`src/rtl/uart_cmd_assembler.sv`:
```
// Assembles three received UART bytes into a 24-bit command, with an inter-byte
// timeout, and drives single response bytes to the UART transmitter.
module uart_cmd_assembler #(
  parameter logic [15:0] TIMEOUT = 16'd50000
) (
  input  logic        clk,
  input  logic        rst_n,
  input  logic        rx_rdy,
  input  logic [7:0]  rx_data,
  output logic        clr_rx_rdy,
  output logic [23:0] cmd,
  output logic        cmd_rdy,
  input  logic        clr_cmd_rdy,
  input  logic        send_resp,
  input  logic [7:0]  resp_data,
  output logic        resp_sent,
  output logic        trmt,
  output logic [7:0]  tx_data,
  input  logic        tx_done
);

  typedef enum logic [1:0] {
    WAIT_B0 = 2'd0,
    WAIT_B1 = 2'd1,
    WAIT_B2 = 2'd2,
    HOLD    = 2'd3
  } rx_state_t;

  typedef enum logic {
    TX_IDLE = 1'b0,
    TX_BUSY = 1'b1
  } tx_state_t;

  rx_state_t   rx_state_r, rx_state_s;
  tx_state_t   tx_state_r, tx_state_s;
  logic [7:0]  byte0_r, byte1_r;
  logic [15:0] tmo_cnt_r;
  logic [23:0] cmd_r;
  logic        cmd_rdy_r;
  logic        trmt_r;
  logic        resp_sent_r;
  logic [7:0]  tx_data_r;
  logic        capture_s;
  logic        timeout_s;
  logic        tx_start_s;
  logic        tx_finish_s;

  // State registers for both FSMs.
  always_ff @(posedge clk or negedge rst_n) begin
    if (!rst_n) begin
      rx_state_r <= WAIT_B0;
      tx_state_r <= TX_IDLE;
    end else begin
      rx_state_r <= rx_state_s;
      tx_state_r <= tx_state_s;
    end
  end

  // Receive next-state: a waiting byte always beats the timeout in the same cycle.
  always_comb begin
    rx_state_s = rx_state_r;
    capture_s  = 1'b0;
    timeout_s  = 1'b0;
    case (rx_state_r)
      WAIT_B0: begin
        if (rx_rdy) begin
          capture_s  = 1'b1;
          rx_state_s = WAIT_B1;
        end else begin
          rx_state_s = WAIT_B0;
        end
      end
      WAIT_B1, WAIT_B2: begin
        if (rx_rdy) begin
          capture_s  = 1'b1;
          rx_state_s = (rx_state_r == WAIT_B1) ? WAIT_B2 : HOLD;
        end else if (tmo_cnt_r == (TIMEOUT - 16'd1)) begin
          timeout_s  = 1'b1;
          rx_state_s = WAIT_B0;
        end else begin
          rx_state_s = rx_state_r;
        end
      end
      HOLD: begin
        if (clr_cmd_rdy) begin
          rx_state_s = WAIT_B0;
        end else begin
          rx_state_s = HOLD;
        end
      end
      default: begin
        rx_state_s = WAIT_B0;
      end
    endcase
  end

  // Transmit next-state; send_resp is only looked at while idle.
  always_comb begin
    tx_state_s  = tx_state_r;
    tx_start_s  = 1'b0;
    tx_finish_s = 1'b0;
    case (tx_state_r)
      TX_IDLE: begin
        if (send_resp) begin
          tx_start_s = 1'b1;
          tx_state_s = TX_BUSY;
        end else begin
          tx_state_s = TX_IDLE;
        end
      end
      TX_BUSY: begin
        if (tx_done) begin
          tx_finish_s = 1'b1;
          tx_state_s  = TX_IDLE;
        end else begin
          tx_state_s  = TX_BUSY;
        end
      end
      default: begin
        tx_state_s = TX_IDLE;
      end
    endcase
  end

  // Byte acknowledge must stay low throughout reset even if rx_rdy is high.
  assign clr_rx_rdy = capture_s & rst_n;

  // Shadow bytes, inter-byte counter and the published command.
  always_ff @(posedge clk or negedge rst_n) begin
    if (!rst_n) begin
      byte0_r   <= 8'h00;
      byte1_r   <= 8'h00;
      tmo_cnt_r <= 16'd0;
      cmd_r     <= 24'h000000;
      cmd_rdy_r <= 1'b0;
    end else begin
      if (capture_s && (rx_state_r == WAIT_B0)) begin
        byte0_r <= rx_data;
      end else if (timeout_s) begin
        byte0_r <= 8'h00;
      end else begin
        byte0_r <= byte0_r;
      end

      if (capture_s && (rx_state_r == WAIT_B1)) begin
        byte1_r <= rx_data;
      end else if (timeout_s) begin
        byte1_r <= 8'h00;
      end else begin
        byte1_r <= byte1_r;
      end

      if (capture_s || timeout_s || (rx_state_r == WAIT_B0) || (rx_state_r == HOLD)) begin
        tmo_cnt_r <= 16'd0;
      end else begin
        tmo_cnt_r <= tmo_cnt_r + 16'd1;
      end

      if (capture_s && (rx_state_r == WAIT_B2)) begin
        cmd_r     <= {byte0_r, byte1_r, rx_data};
        cmd_rdy_r <= 1'b1;
      end else if ((rx_state_r == HOLD) && clr_cmd_rdy) begin
        cmd_r     <= cmd_r;
        cmd_rdy_r <= 1'b0;
      end else begin
        cmd_r     <= cmd_r;
        cmd_rdy_r <= cmd_rdy_r;
      end
    end
  end

  // Transmit datapath: trmt and resp_sent are single-cycle strobes.
  always_ff @(posedge clk or negedge rst_n) begin
    if (!rst_n) begin
      trmt_r      <= 1'b0;
      tx_data_r   <= 8'h00;
      resp_sent_r <= 1'b0;
    end else begin
      trmt_r      <= tx_start_s;
      resp_sent_r <= tx_finish_s;
      if (tx_start_s) begin
        tx_data_r <= resp_data;
      end else begin
        tx_data_r <= tx_data_r;
      end
    end
  end

  assign cmd       = cmd_r;
  assign cmd_rdy   = cmd_rdy_r;
  assign trmt      = trmt_r;
  assign tx_data   = tx_data_r;
  assign resp_sent = resp_sent_r;

endmodule
```
`config.mk`:
```
export PLATFORM = sky130hd
export DESIGN_NAME = uart_cmd_assembler
export DESIGN_NICKNAME = d
export VERILOG_FILES = /design/src/rtl/uart_cmd_assembler.sv
export SDC_FILE = /design/constraint.sdc
export NUM_CORES = 1
export LEC_CHECK = 0
export ABC_AREA = 1
export BUFFER_PORTS_ARGS = -buffer_cell sky130_fd_sc_hd__buf_4
export CAP_MARGIN = 10
export CORE_AREA = 2 2 109 122
export CTS_BUF_LIST = sky130_fd_sc_hd__clkbuf_8
export CTS_CLUSTER_DIAMETER = 120
export DETAILED_ROUTE_END_ITERATION = 12
export DIE_AREA = 0 0 111 124
export GPL_ROUTABILITY_DRIVEN = 0
export GPL_TIMING_DRIVEN = 0
export PLACE_DENSITY = 0.5
export SETUP_SLACK_MARGIN = 0.15
export SLEW_MARGIN = 20
export SYNTH_ARGS = -nofsm -noshare
export SYNTH_HDL_FRONTEND = slang
export SYNTH_SLANG_ARGS = --single-unit
```
`constraint.sdc`:
```
create_clock -name clk -period 3.4 [get_ports clk]
set_clock_uncertainty 0.05 [all_clocks]
set_input_delay 0.34 -clock clk [delete_from_list [all_inputs] [get_ports clk]]
set_output_delay 0.34 -clock clk [all_outputs]
set_load 0.02 [all_outputs]
```
==> impl_metrics.ini <==
[setup_path]
startpoint_type = primary input
crit_type = primary input to output port
critical_path_arrival_ns = 1.72
end_kind = output port
r2r_slack_ns = 1.56
cp_max_fo = 71
r2r_start = rx_state_r[1]$_DFFE_PN0P_
r2r-end = tmo_cnt_r[12]$_DFF_PN0_
cp-startpoint = rst_n
rr_worst_depth = 8
crit_required_ns = 3.01

[power]
power.density_nw_per_um2 = 746
fin_total_pwr_mw = 2.92
leakage_nw = 1.91
irDropWorstVdd_uv = 258

[sta]
fin_ws_ns = 1.29
drv_slew = 0
timing.fmax_ghz = 0.474
period_share_pct = 62.1
hold_slack_ns = 0.0570
setup_tns_ns = 0
slew_headroom_pct = 39.5
finalCriticalPeriod_ns = 2.11
setup_viol = 0
rsz0062_at_grt = no
tightestPinTransition_ns = 0.907
finalHoldViolCount = 0

[synthesis]
ys_ff_latch = 70
synthArstFlopShare_pct = 100
synth_cell_type_count = 28
ys_warn_count = 0
synth_area_um2 = 3090
yosysSeqAreaShare_pct = 56.7
syn_avg_cell_area_um2 = 10.0
synthCells = 309
synth_ff_type = dfrtp_1
syn_nets = 337
synth_edf_count = 0

[job]
drv_cap = 0

[clock_network]
clk_pin_slew_ns = 0.08
cts.repair.resized = 0
cts_tree = built
cts_hold_buffers = 0
post_cts_buffers = 0
cts_buffers = 9
htreeDepth = 3
clk-insertion-delay-late_ns = 0.34
root_buffer = clkbuf_8
clock_sinks = 70
clockBufferDepth = 2

[finish]
n_antenna_cell = 0
area_delta_synth_final_pct = 26.6
fillers = 1288
final_cells = 538
final_layout_size_suffix_gt1_share_pct = 30.7
nNetsFinal = 405
final_core_util_pct = 31.5
postLayoutCellArea_um2 = 3910

[worst_hold_path]
hold_class = primary input to async pin

[place]
place_area_um2 = 3710
placed_cells = 523
hpwl_um = 4650
port_buffers = 57
dp_worst_setup_slack_ns = 1.21

[floorplan]
rows = 43
design.die.area_um2 = 13800
initial_core_util_pct = 24.9
core-area_um2 = 12400
die_h_um = 124
die_width_um = 111
ioPinCount = 58

[status]
status = completed

[drt]
first_pass_iters = 4
vias = 2243
drtAntennaViolNets = 0
via_per_inst = 4.17
routedWlPerCell_um = 12.0
drc = 0
drt_iter0_markers = 109
routed_wl_um = 6460

[global_route]
grt_first_pass_wirelength_um = 11000
antenna_found_initial = 0
grt_pass1_vias = 2208
grt_start_max_net_pins = 72
grt_overflow = 0
track_usage_pct = 10.1
-- layout by cell type (no fill, tap or decap), drive strengths merged, types with 2 or more instances in the layout --
| cell | count |
|---|---|
| nand2 | 100 |
| dfrtp | 70 |
| buf | 61 |
| nor2 | 37 |
| nand3 | 26 |
| mux2 | 24 |
| inv | 18 |
| clkbuf | 10 |
| xor2 | 8 |
| ha | 6 |
| clkinv | 5 |
| o21ai | 4 |
| nand4 | 2 |
| xnor2 | 2 |
-- metal layers --
layer	wire length [µm]	global-route usage (%)	share of wire, %	vias up
met5	0	0	0	-
met4	49	4.92	0.76	0
met3	181	2.73	2.8	2
met2	3050	15.7	47	34
li1	-	-	-	1123
met1	3180	13.2	49	1084
-- worst max path at each step --
stage / to / slack, ns / cells past startpoint
6_report: clr_rx_rdy / 1.29 / 3
5_1_grt: clr_rx_rdy / 1.10 / 3
4_1_cts: clr_rx_rdy / 1.20 / 3
3_5_place_dp: clr_rx_rdy / 1.21 / 3
3_3_place_gp: clr_rx_rdy / 1.19 / 3
2_1_floorplan: tmo_cnt_r[12]$_DFF_PN0_ / 1.78 / 8
-- registers in the layout, indices dropped and copies added (netlist names) --
| name | count |
|---|---|
| cmd | 24 |
| tmo_cnt_r | 16 |
| byte0_r | 8 |
| byte1_r | 8 |
| tx_data | 8 |
| rx_state_r | 2 |
| cmd_rdy | 1 |
| resp_sent | 1 |
| trmt | 1 |
| tx_state_r | 1 |
-- cell type report --
| cell class | count | area (µm²) | area share, % |
|---|---|---|---|
| plain buffers | 4 | 42.5 | 1.09 |
| clock buffers | 10 | 138 | 3.52 |
| clock inverters | 5 | 60.1 | 1.54 |
| inverters | 20 | 75.1 | 1.92 |
| multi-input cells | 215 | 1220 | 31.2 |
| flip-flops and latches | 70 | 1750 | 44.8 |
| well taps | 157 | 196 | 5.02 |
| repair buffers | 57 | 428 | 10.9 |
-- worst max-delay path: stages --
cell and delay (ns):
buf_4 0.66, nor3b_1 0.45, buf_4 0.22
-- report_power, final --
part / switching, mW / internal (mW) / total (mW)
Sequential: 0.143 / 1.10 / 1.24
Clock: 0.319 / 0.356 / 0.675
Combinational: 0.555 / 0.447 / 1.00
Total: 1.02 / 1.90 / 2.92
-- kinds of logic after synthesis --
logic type | synth area share [%]
fa+ha+maj | 2.43
xor+xnor | 2.84
compound gates | 1.01
mux | 8.75
simple gates | 24.5
buf+inv | 3.81
flops | 56.7
-- cells in the mapped netlist, types with 2 or more instances --
cell type / number / share of area, %
buf_6: 2 / 0.73
clkinv_1: 2 / 0.24
dfrtp_1: 70 / 57
ha_1: 6 / 2.4
inv_1: 17 / 2.1
mux2_1: 4 / 1.5
mux2_2: 20 / 7.3
nand2_1: 96 / 12
nand2_2: 4 / 0.81
nand3_1: 24 / 3.9
nand4_1: 2 / 0.40
nor2_1: 23 / 2.8
nor2_2: 12 / 2.4
nor2_4: 2 / 0.73
o21ai_0: 4 / 0.65
xnor2_1: 2 / 0.57
xor2_1: 8 / 2.3
Note: power is estimated with default switching activity, not from simulation.
